File: src/rtl/fht_defines.sv
// ============================================================================
// Module      : fht_defines
// Description : Shared types and constants for the FHT frame scheduler:
//               the scheduler state enum, RAM port-owner select codes and
//               the WAIT_BUSY timeout length.
// Revision    : 1.0 - initial release
// ============================================================================
`default_nettype none

package fht_defines;

  typedef enum logic [2:0] {
    IDLE      = 3'd0,
    LOAD      = 3'd1,
    START     = 3'd2,
    WAIT_BUSY = 3'd3,
    RUN       = 3'd4,
    UNLOAD    = 3'd5
  } state_t;

  // RAM port owner codes driven on oSEL
  localparam logic [1:0] SEL_IDLE   = 2'd0;
  localparam logic [1:0] SEL_LOAD   = 2'd1;
  localparam logic [1:0] SEL_FHT    = 2'd2;
  localparam logic [1:0] SEL_UNLOAD = 2'd3;

  // Cycles fht_control gets to drop RDY after the start pulse
  localparam int WAIT_BUSY_MAX = 4;

endpackage

`default_nettype wire

File: src/rtl/fht_frame_sched_if.sv
// ============================================================================
// Module      : fht_frame_sched_if
// Description : Stream, fht_control handshake and RAM-port signals of the
//               frame scheduler. master = scheduler, slave = environment.
// Revision    : 1.0 - initial release
// ============================================================================
`default_nettype none

interface fht_frame_sched_if #(
  parameter int A_BIT = 8
);

  logic             iIN_VALID;
  logic             oIN_READY;
  logic             oSTART;
  logic             iFHT_RDY;
  logic [1:0]       oSEL;
  logic [1:0]       oBANK;
  logic [A_BIT-1:0] oADDR;
  logic             oWE;
  logic             oOUT_VALID;
  logic             iOUT_READY;
  logic             oBUSY;
  logic             oERR;

  modport master (
    input  iIN_VALID, iFHT_RDY, iOUT_READY,
    output oIN_READY, oSTART, oSEL, oBANK, oADDR, oWE, oOUT_VALID, oBUSY, oERR
  );

  modport slave (
    output iIN_VALID, iFHT_RDY, iOUT_READY,
    input  oIN_READY, oSTART, oSEL, oBANK, oADDR, oWE, oOUT_VALID, oBUSY, oERR
  );

endinterface

`default_nettype wire

File: src/rtl/fht_bank_addr_gen.sv
// ============================================================================
// Module      : fht_bank_addr_gen
// Description : Splits a frame sample index into a 4-way bank select (low
//               two bits) and an in-bank address (remaining bits), so that
//               sample k lands in bank k%4 at address k/4.
// Revision    : 1.0 - initial release
// ============================================================================
`default_nettype none

module fht_bank_addr_gen #(
  parameter int A_BIT = 8
) (
  input  logic [A_BIT+1:0] i_cnt,
  output logic [1:0]       o_bank,
  output logic [A_BIT-1:0] o_addr
);

  assign o_bank = i_cnt[1:0];
  assign o_addr = i_cnt[A_BIT+1:2];

endmodule

`default_nettype wire

File: src/rtl/fht_frame_sched.sv
// ============================================================================
// Module      : fht_frame_sched
// Description : Frame-level scheduler around fht_control and the 4-bank
//               sample RAM: loads N = 4*2^A_BIT samples, kicks the FHT,
//               watches its RDY handshake, then streams the results out.
// Revision    : 1.0 - initial release
// ============================================================================
`default_nettype none

module fht_frame_sched
  import fht_defines::*;
#(
  parameter int A_BIT  = 8,
  parameter int WD_BIT = 16
) (
  input  logic                  iCLK,
  input  logic                  iRESET,
  fht_frame_sched_if.master     bus
);

  localparam int c_CW = A_BIT + 2;
  // Index of the last sample in a frame (N-1) is the all-ones counter value
  localparam logic [c_CW-1:0] c_CNT_LAST = '1;

  state_t            r_state;
  state_t            w_next;
  logic [c_CW-1:0]   r_cnt;         // next sample index to write / read
  logic [c_CW-1:0]   r_held;        // index of the word currently on the read port
  logic              r_issue_done;  // last read address of the frame issued
  logic              r_valid;
  logic [WD_BIT-1:0] r_wd;          // WAIT_BUSY timeout / RUN watchdog
  logic              r_err;

  logic [1:0]        w_sel;
  logic              w_in_ready;
  logic              w_start;
  logic              w_we;
  logic              w_issue;
  logic [c_CW-1:0]   w_addr_src;
  logic [1:0]        w_bank;
  logic [A_BIT-1:0]  w_addr;

  // Next-state decode and per-state output strobes
  always_comb begin
    w_next     = r_state;
    w_sel      = SEL_IDLE;
    w_in_ready = 1'b0;
    w_start    = 1'b0;
    w_we       = 1'b0;
    w_issue    = 1'b0;
    w_addr_src = r_cnt;
    case (r_state)
      IDLE: begin
        if (!r_err) w_next = LOAD;
      end
      LOAD: begin
        w_sel      = SEL_LOAD;
        w_in_ready = 1'b1;
        w_we       = bus.iIN_VALID;
        if (bus.iIN_VALID && (r_cnt == c_CNT_LAST)) w_next = START;
      end
      START: begin
        w_sel   = SEL_FHT;
        w_start = 1'b1;
        w_next  = WAIT_BUSY;
      end
      WAIT_BUSY: begin
        w_sel = SEL_FHT;
        if (!bus.iFHT_RDY)                               w_next = RUN;
        else if (r_wd == WD_BIT'(WAIT_BUSY_MAX - 1))     w_next = IDLE;
      end
      RUN: begin
        w_sel = SEL_FHT;
        if (bus.iFHT_RDY) w_next = UNLOAD;
        else if (&r_wd)   w_next = IDLE;
      end
      UNLOAD: begin
        w_sel   = SEL_UNLOAD;
        w_issue = !r_issue_done && (!r_valid || bus.iOUT_READY);
        // While stalled the read port keeps re-reading the pending word
        w_addr_src = w_issue ? r_cnt : r_held;
        if (r_valid && bus.iOUT_READY && r_issue_done) w_next = IDLE;
      end
      default: w_next = IDLE;
    endcase
  end

  // State, counters, watchdog, sticky error and output-valid registers
  always_ff @(posedge iCLK) begin
    if (!iRESET) begin
      r_state      <= IDLE;
      r_cnt        <= '0;
      r_held       <= '0;
      r_issue_done <= 1'b0;
      r_valid      <= 1'b0;
      r_wd         <= '0;
      r_err        <= 1'b0;
    end else begin
      r_state <= w_next;

      if ((r_state == WAIT_BUSY) || (r_state == RUN)) begin
        r_wd <= (w_next != r_state) ? '0 : r_wd + WD_BIT'(1);
        if (w_next == IDLE) r_err <= 1'b1;
      end else begin
        r_wd <= '0;
      end

      if ((r_state == LOAD) && bus.iIN_VALID) begin
        r_cnt <= (r_cnt == c_CNT_LAST) ? '0 : r_cnt + c_CW'(1);
      end

      if (r_state == UNLOAD) begin
        if (w_issue) begin
          r_held <= r_cnt;
          if (r_cnt == c_CNT_LAST) begin
            r_cnt        <= '0;
            r_issue_done <= 1'b1;
          end else begin
            r_cnt <= r_cnt + c_CW'(1);
          end
        end
        if (!r_valid || bus.iOUT_READY) r_valid <= w_issue;
        if (w_next == IDLE) begin
          r_held       <= '0;
          r_issue_done <= 1'b0;
          r_valid      <= 1'b0;
        end
      end
    end
  end

  fht_bank_addr_gen #(
    .A_BIT (A_BIT)
  ) u_addr_gen (
    .i_cnt  (w_addr_src),
    .o_bank (w_bank),
    .o_addr (w_addr)
  );

  assign bus.oIN_READY  = w_in_ready;
  assign bus.oSTART     = w_start;
  assign bus.oSEL       = w_sel;
  assign bus.oBANK      = w_bank;
  assign bus.oADDR      = w_addr;
  assign bus.oWE        = w_we;
  assign bus.oOUT_VALID = r_valid;
  assign bus.oBUSY      = (r_state != IDLE);
  assign bus.oERR       = r_err;

endmodule

`default_nettype wire

File: src/flat_wrapper.sv
// flat-port wrapper written by rule: the top's interface ports become plain ports
module fht_frame_sched_flat import fht_defines::*;
#(
  parameter int A_BIT  = 8,
  parameter int WD_BIT = 16
)
  (iCLK, iRESET, bus_iIN_VALID, bus_iFHT_RDY, bus_iOUT_READY, bus_oIN_READY, bus_oSTART, bus_oSEL, bus_oBANK, bus_oADDR, bus_oWE, bus_oOUT_VALID, bus_oBUSY, bus_oERR);
  fht_frame_sched_if #(.A_BIT(A_BIT)) bus_i ();
  input  logic iCLK;
  input  logic iRESET;
  input wire logic [$bits(bus_i.iIN_VALID)-1:0] bus_iIN_VALID;
  input wire logic [$bits(bus_i.iFHT_RDY)-1:0] bus_iFHT_RDY;
  input wire logic [$bits(bus_i.iOUT_READY)-1:0] bus_iOUT_READY;
  output wire logic [$bits(bus_i.oIN_READY)-1:0] bus_oIN_READY;
  output wire logic [$bits(bus_i.oSTART)-1:0] bus_oSTART;
  output wire logic [$bits(bus_i.oSEL)-1:0] bus_oSEL;
  output wire logic [$bits(bus_i.oBANK)-1:0] bus_oBANK;
  output wire logic [$bits(bus_i.oADDR)-1:0] bus_oADDR;
  output wire logic [$bits(bus_i.oWE)-1:0] bus_oWE;
  output wire logic [$bits(bus_i.oOUT_VALID)-1:0] bus_oOUT_VALID;
  output wire logic [$bits(bus_i.oBUSY)-1:0] bus_oBUSY;
  output wire logic [$bits(bus_i.oERR)-1:0] bus_oERR;
  assign bus_i.iIN_VALID = bus_iIN_VALID;
  assign bus_i.iFHT_RDY = bus_iFHT_RDY;
  assign bus_i.iOUT_READY = bus_iOUT_READY;
  assign bus_oIN_READY = bus_i.oIN_READY;
  assign bus_oSTART = bus_i.oSTART;
  assign bus_oSEL = bus_i.oSEL;
  assign bus_oBANK = bus_i.oBANK;
  assign bus_oADDR = bus_i.oADDR;
  assign bus_oWE = bus_i.oWE;
  assign bus_oOUT_VALID = bus_i.oOUT_VALID;
  assign bus_oBUSY = bus_i.oBUSY;
  assign bus_oERR = bus_i.oERR;
  fht_frame_sched #(.A_BIT(A_BIT), .WD_BIT(WD_BIT)) u_core (.iCLK(iCLK), .iRESET(iRESET), .bus(bus_i));
endmodule
File: config.mk
export PLATFORM = sky130hd
export DESIGN_NAME = fht_frame_sched_flat
export DESIGN_NICKNAME = d
export VERILOG_FILES = /design/src/rtl/fht_defines.sv /design/src/rtl/fht_frame_sched_if.sv /design/src/rtl/fht_bank_addr_gen.sv /design/src/rtl/fht_frame_sched.sv /design/src/flat_wrapper.sv
export SDC_FILE = /design/constraint.sdc
export NUM_CORES = 1
export LEC_CHECK = 0
export BUFFER_PORTS_ARGS = -buffer_cell sky130_fd_sc_hd__buf_4
export CAP_MARGIN = 25
export CORE_ASPECT_RATIO = 1.1
export CORE_UTILIZATION = 28
export CTS_BUF_LIST = sky130_fd_sc_hd__clkbuf_4 sky130_fd_sc_hd__clkbuf_8
export CTS_CLUSTER_DIAMETER = 40
export CTS_CLUSTER_SIZE = 10
export DETAILED_ROUTE_END_ITERATION = 10
export PLACE_DENSITY = 0.56
export SETUP_SLACK_MARGIN = 0.4
export SKIP_LAST_GASP = 1
export SLEW_MARGIN = 20
export SYNTH_ARGS = -nofsm -noshare
export SYNTH_HDL_FRONTEND = slang
export SYNTH_SLANG_ARGS = --single-unit
File: constraint.sdc
create_clock -name iCLK -period 2.1 [get_ports iCLK]
set_clock_uncertainty 0.05 [all_clocks]
set_input_delay 0.315 -clock iCLK [delete_from_list [all_inputs] [get_ports iCLK]]
set_output_delay 0.315 -clock iCLK [all_outputs]
set_load 0.01 [all_outputs]
# Word-level counts from Yosys, hierarchy flattened
# Index checks and enable logic that the tools add are counted.
[classes] addsub=2 eq_ne=8 n_mux=26 bitwise=2 reduce_logical=22
[ops] operator="two-way mux 10 bit" n=8
[ops] operator="two-way mux 3 bit" n=7
[ops] operator="case mux 3 bit (6 select lines)" n=1
[ops] operator="adder 16 x 1 -> 16 bit, second input constant" n=1
[ops] operator="== test 16 x 2 -> 1 bit, second input constant" n=1
[ops] operator="AND reduction 16 bit" n=1
[ops] operator="adder 10 x 1 -> 10 bit, second input constant" n=1
[ops] operator="== test 10 bit, second input constant" n=1
[ops] operator="two-way mux 1 bit" n=9
[ops] operator="== test 3 x 2 -> 1 bit, second input constant" n=2
[ops] operator="== test 3 bit, second input constant" n=2
[ops] operator="logical NOT 3 bit" n=2
[ops] operator="case mux 2 bit (3 select lines)" n=1
[ops] operator="AND reduction 2 bit" n=3
[ops] operator="nonzero test 2 bit" n=3
[ops] operator="OR reduction 3 bit" n=2
[ops] operator="logical AND 1 bit" n=5
[ops] operator="== test 3 x 1 -> 1 bit, second input constant" n=1
[ops] operator="inequality test 3 bit" n=1
[ops] operator="AND reduction 3 bit" n=1
[ops] operator="nonzero test 3 bit" n=1
[ops] operator="logical NOT 1 bit" n=2
[ops] operator="logical OR 1 bit" n=2
[ops] operator="inverter 1 bit" n=2
[totals] register_bits=42 out_inout_bits=18

# Depth between registers and ports, before layout
[depth] depth_word=7 mapped_depth=7 mapped_depth_nobuf=6

# Cells and area by module
# From an unflattened synthesis, not the netlist that was laid out.
[unflattened] hier_cells=252 hier_area_um2=2258.4
[by_module_without_submodules] module="fht_frame_sched" n_inst=1 cells_per_inst=242 area_each_um2=2183.3
[by_module_without_submodules] module="fht_bank_addr_gen" n_inst=1 cells_per_inst=10 area_each_um2=75.1

# Worst setup path after synthesis
# Ideal clock, no wire load.
[synth_timing] path_type="reg-to-reg" start="reg u_core.r_wd[0]" end="reg u_core.r_held[0]" arrival_ns=1.940 path_slack_ns=-0.017 path_stages_with_launch=7 n_path_buf=0 synth_period_minus_slack_ns=2.117 path_cell_list="dfxtp_1 > ha_1 > or3b_2 > o41ai_4 > o221ai_2 > o221ai_4 > o21ai_2"
[synth_via] elab_chain_len=7 word_cells_on_any_way=11 cone_classes="eq/ne: 1; mux: 6; reduce/logical: 4"
[synth_lines] element="start: declaration" line_no="fht_frame_sched.sv:31" text="logic [WD_BIT-1:0] r_wd;"
[synth_lines] element="start signal: assignment" line_no="fht_frame_sched.sv:102" text="r_wd <= (w_next != r_state) ? '0 : r_wd + WD_BIT'(1);"
[synth_lines] element="== test 16 x 2 -> 1 bit / AND reduction 16 bit (equally long branches)" line_no="fht_frame_sched.sv:70, fht_frame_sched.sv:75"
[synth_lines] element="two-way mux 3 bit, on equally long branches" line_no="fht_frame_sched.sv:70, fht_frame_sched.sv:75"
[synth_lines] element="two-way mux 3 bit, on equally long branches" line_no="fht_frame_sched.sv:69, fht_frame_sched.sv:74"
[synth_lines] element="case mux 3 bit (6 select lines) *" line_no="fht_frame_sched.sv:52" text="case (r_state)"
[synth_lines] element="logical NOT 3 bit *" line_no="fht_frame_sched.sv:123" text="if (w_next == IDLE) begin"
[synth_lines] element="nonzero test 2 bit (no line)"
[synth_lines] element="AND reduction 2 bit (no line)"
[synth_lines] element="end signal: assignment" line_no="fht_frame_sched.sv:114" text="r_held <= r_cnt;"
[synth_lines] element="end: declaration" line_no="fht_frame_sched.sv:28" text="logic [c_CW-1:0] r_held;"
# Mark *: on every way between the ends. The rest lies on a longest branch, timed or not.
# A chain may end at the register's enable or synchronous reset.

# Worst setup path after layout
[layout_timing] start="reg u_core.r_wd[4]" end="reg u_core.r_held[3]"
# The elaborated chain is that of the path after synthesis.

==> results by group <==
Outcome
  • Status: finished with violations
  • Failing checks: setup timing

Final layout
  • Commonest non-fill, non-tap cells in the layout: 55 x buf_4, 32 x dfxtp_1, 21 x nand2_1, 20 x inv_1, 18 x o21ai_2
  • Most common cell after layout, fill and taps aside: buf_4
  • Synthesis-to-layout area growth: 38.8%
  • Fin nets: 341
  • Diode count: 0
  • Share of layout cells above drive strength 1: between 40% and 50%

Clock network
  • CTS Buf Count: 5
  • Number of H-tree levels: 2
  • Root Driver: clkbuf_8
  • CTS tree: built
  • Clock slew at reported path FFs: around 80 ps
  • Clock Sinks: 42
  • Worst-Skew Late Latency: between 200 and 300 ps
  • Clock tree buffer depth: 2
  • Cts hold-fix bufs: 0

Power
  • Leakage: between 1 and 1.5 nW
  • Cell area power density: around 460 mW/mm²
  • Peak supply drop: 0.266 mV

Synthesis
  • Synth Flop Type: dfxtp_1
  • Syn nets: approximately 280
  • Count of cell types in the netlist: 57
  • Ys Warns: 0
  • Number of synthesized flops with an enable pin: 0
  • Mapped Cells: 276
  • Register area share after synthesis: between 30% and 40%
  • FF+latch count, synth: 42
  • Asr flop ratio synth: 0%
  • Post-Synthesis Mean Instance Area: 8.65 µm²
  • Post-Syn Area: 0.00239 mm²

Critical path
  • R2R cell count: 6
  • R2r endpoint: u_core.r_held[3]
  • Worst EP arrival: 2250 ps
  • Reg-to-reg startpoint: u_core.r_wd[4]
  • Crit path kind: reg -> reg
  • Critical path required time: ~2200 ps
  • CP startpoint kind: flop
  • Worst-path fanout max: 10
  • R2R setup slack: -10 ps
  • Nature of the critical path endpoint: flop

Placed design
  • DP HPWL: between 4000 and 5000 µm
  • Setup WS pre-CTS: approximately 5 ps
  • Port bufs: 22
  • Placer's final routability congestion estimate: a little over 0.8

GRT
  • GRT Overall Usage: approximately 15%
  • Total grt overflow: 0
  • Initial antenna violation count: 0
  • First-pass GRT wire length: ~11000 µm
  • Vias in the first global route: 2241
  • Largest net degree at the start of global routing: 41

Timing
  • Final period util: 101%
  • Max frequency: roughly 0.47 GHz
  • Slew HR: between 70% and 80%
  • RSZ-0062 raised after global routing: true
  • Fin. max-slew vios: 0
  • Period minus WS final: roughly 2100 ps
  • Final hold slack: roughly 400 ps
  • Slew @ Worst Pin: approximately 430 ps
  • Setup violations, final: 10
  • Hold Violations, Final: 0
  • Setup slack after layout: -13.3 ps

Drt
  • Vias after detailed routing: about 2200
  • Routed Wire Length: approximately 6300 µm
  • DRT iter0 DRCs: slightly below 80
  • Number of vias per cell: around 5
  • Routed Antenna Nets: 0
  • Routed len/inst: ~14 µm
  • DRC viols: 0
  • DRT Pass-1 Iters: 6

Floorplan
  • Chip width: about 90 µm
  • Die area: ~0.009 mm²
  • Die height: ~100 µm
  • Standard-cell rows: 34
  • Ports: 23
  • Core area: about 0.0081 mm²
  • Initial core utilization: slightly below 30%

Worst hold path
  • Hold_sp: u_core.r_wd[0]
  • Hold WC Path Type: reg -> reg
  • Hold Path Depth: 1
  • Worst Hold Endpoint: u_core.r_wd[0]

Run
  • Max_cap viols: 0
==> critical path, stage by stage, from the launching register on <==
cell      delay [ps]
dfxtp_1          320
or4_4            540
o41ai_4          460
o221ai_2         210
o221ai_4         200
buf_12           180
o21ai_2           50
==> cells in the mapped netlist (3+ instances only) <==
cell type | count | area [µm²]
nand2b_1 | 5 | 31.3
buf_6 | 4 | 45.0
nor2_2 | 3 | 18.8
nor2_1 | 13 | 48.8
and2_1 | 6 | 37.5
nand2_1 | 29 | 109
xor2_1 | 12 | 105
nor4_1 | 4 | 25.0
inv_1 | 21 | 78.8
nand4_1 | 7 | 43.8
dfxtp_1 | 42 | 841
xnor2_1 | 10 | 87.6
nand3_1 | 10 | 50.1
nor4b_1 | 9 | 78.8
nor3_1 | 14 | 70.1
o21ai_0 | 13 | 65.1
o21ai_2 | 10 | 87.6
or4_4 | 3 | 33.8
a32oi_1 | 10 | 87.6
clkbuf_1 | 5 | 18.8
==> power by group <==
part / internal (mW) / switching [mW]
Clock: 0.265 / 0.283
Sequential: 0.800 / 0.00757
Combinational: 0.0712 / 0.0820
==> routing by layer <==
layer  global-route usage [%]  up-vias  wire length (µm)
met1                     18.2     1086              2830
met5                        0        -                 0
met4                     3.97        0                70
met3                     3.01        8               268
li1                         -     1110                 -
met2                     25.7       45              3130
==> cell families after synthesis <==
logic type / count (synthesis) / share of synthesized area, %
xor gates and xnor gates: 22 / 8.07
buffers and inverters: 36 / 7.70
and+or+nand+nor: 120 / 28.7
AOI/OAI and AO/OA: 54 / 19.2
adders and majority gates: 2 / 1.05
DFF: 42 / 35.2
==> worst max-delay path by stage <==
| stage | start | to | cells after the start |
|---|---|---|---|
| 2_1_floorplan | u_core.r_wd[3] | u_core.r_held[0] | 5 |
| 3_3_place_gp | u_core.r_wd[0] | u_core.bus.oERR | 7 |
| 3_5_place_dp | u_core.r_wd[3] | u_core.r_held[6] | 6 |
| 4_1_cts | u_core.r_wd[4] | u_core.r_held[1] | 6 |
| 5_1_grt | u_core.r_wd[4] | u_core.r_held[1] | 6 |
| 6_report | u_core.r_wd[4] | u_core.r_held[3] | 6 |
==> area by class of cell <==
cell class / count / area (µm²)
timing repair buffer: 63 / 538
fill: 815 / 4770
sequential: 42 / 858
clock inverter: 2 / 12.5
multi-input combinational: 201 / 1600
tap: 108 / 135
inverter: 21 / 82.6
clock buffer: 6 / 82.6
==> metrics by stage <==
stage / power [mW] / TNS (ps) / instances / util, % / instance area [µm²]
floorplan: 0.909 / 0 / 276 / - / 2410
global placement: 0.963 / 0 / 420 / 35.3 / 2860
detailed placement: 0.965 / 0 / 420 / 35.3 / 2860
CTS: 1.52 / -73.7 / 436 / 39.2 / 3170
global route: 1.58 / -960 / 443 / 41.0 / 3310
finish: 1.51 / -114 / 443 / 41.0 / 3310
==> registers in the layout, indices dropped and copies added (netlist names) <==
| register | flops |
|---|---|
| u_core.r_wd | 16 |
| u_core.r_cnt | 10 |
| u_core.r_held | 10 |
| u_core.r_state | 3 |
| u_core.bus.oERR | 1 |
| u_core.bus.oOUT_VALID | 1 |
| u_core.r_issue_done | 1 |
==> timing repair <==
item | CTS | global route
pin swaps | 10 | 6
resized for setup | 48 | 20
endpoints found under the setup margin | 54 | 52
buffers inserted | 5 | 7
cloned | 3 | 0
Power figures use the tool's default switching activity.
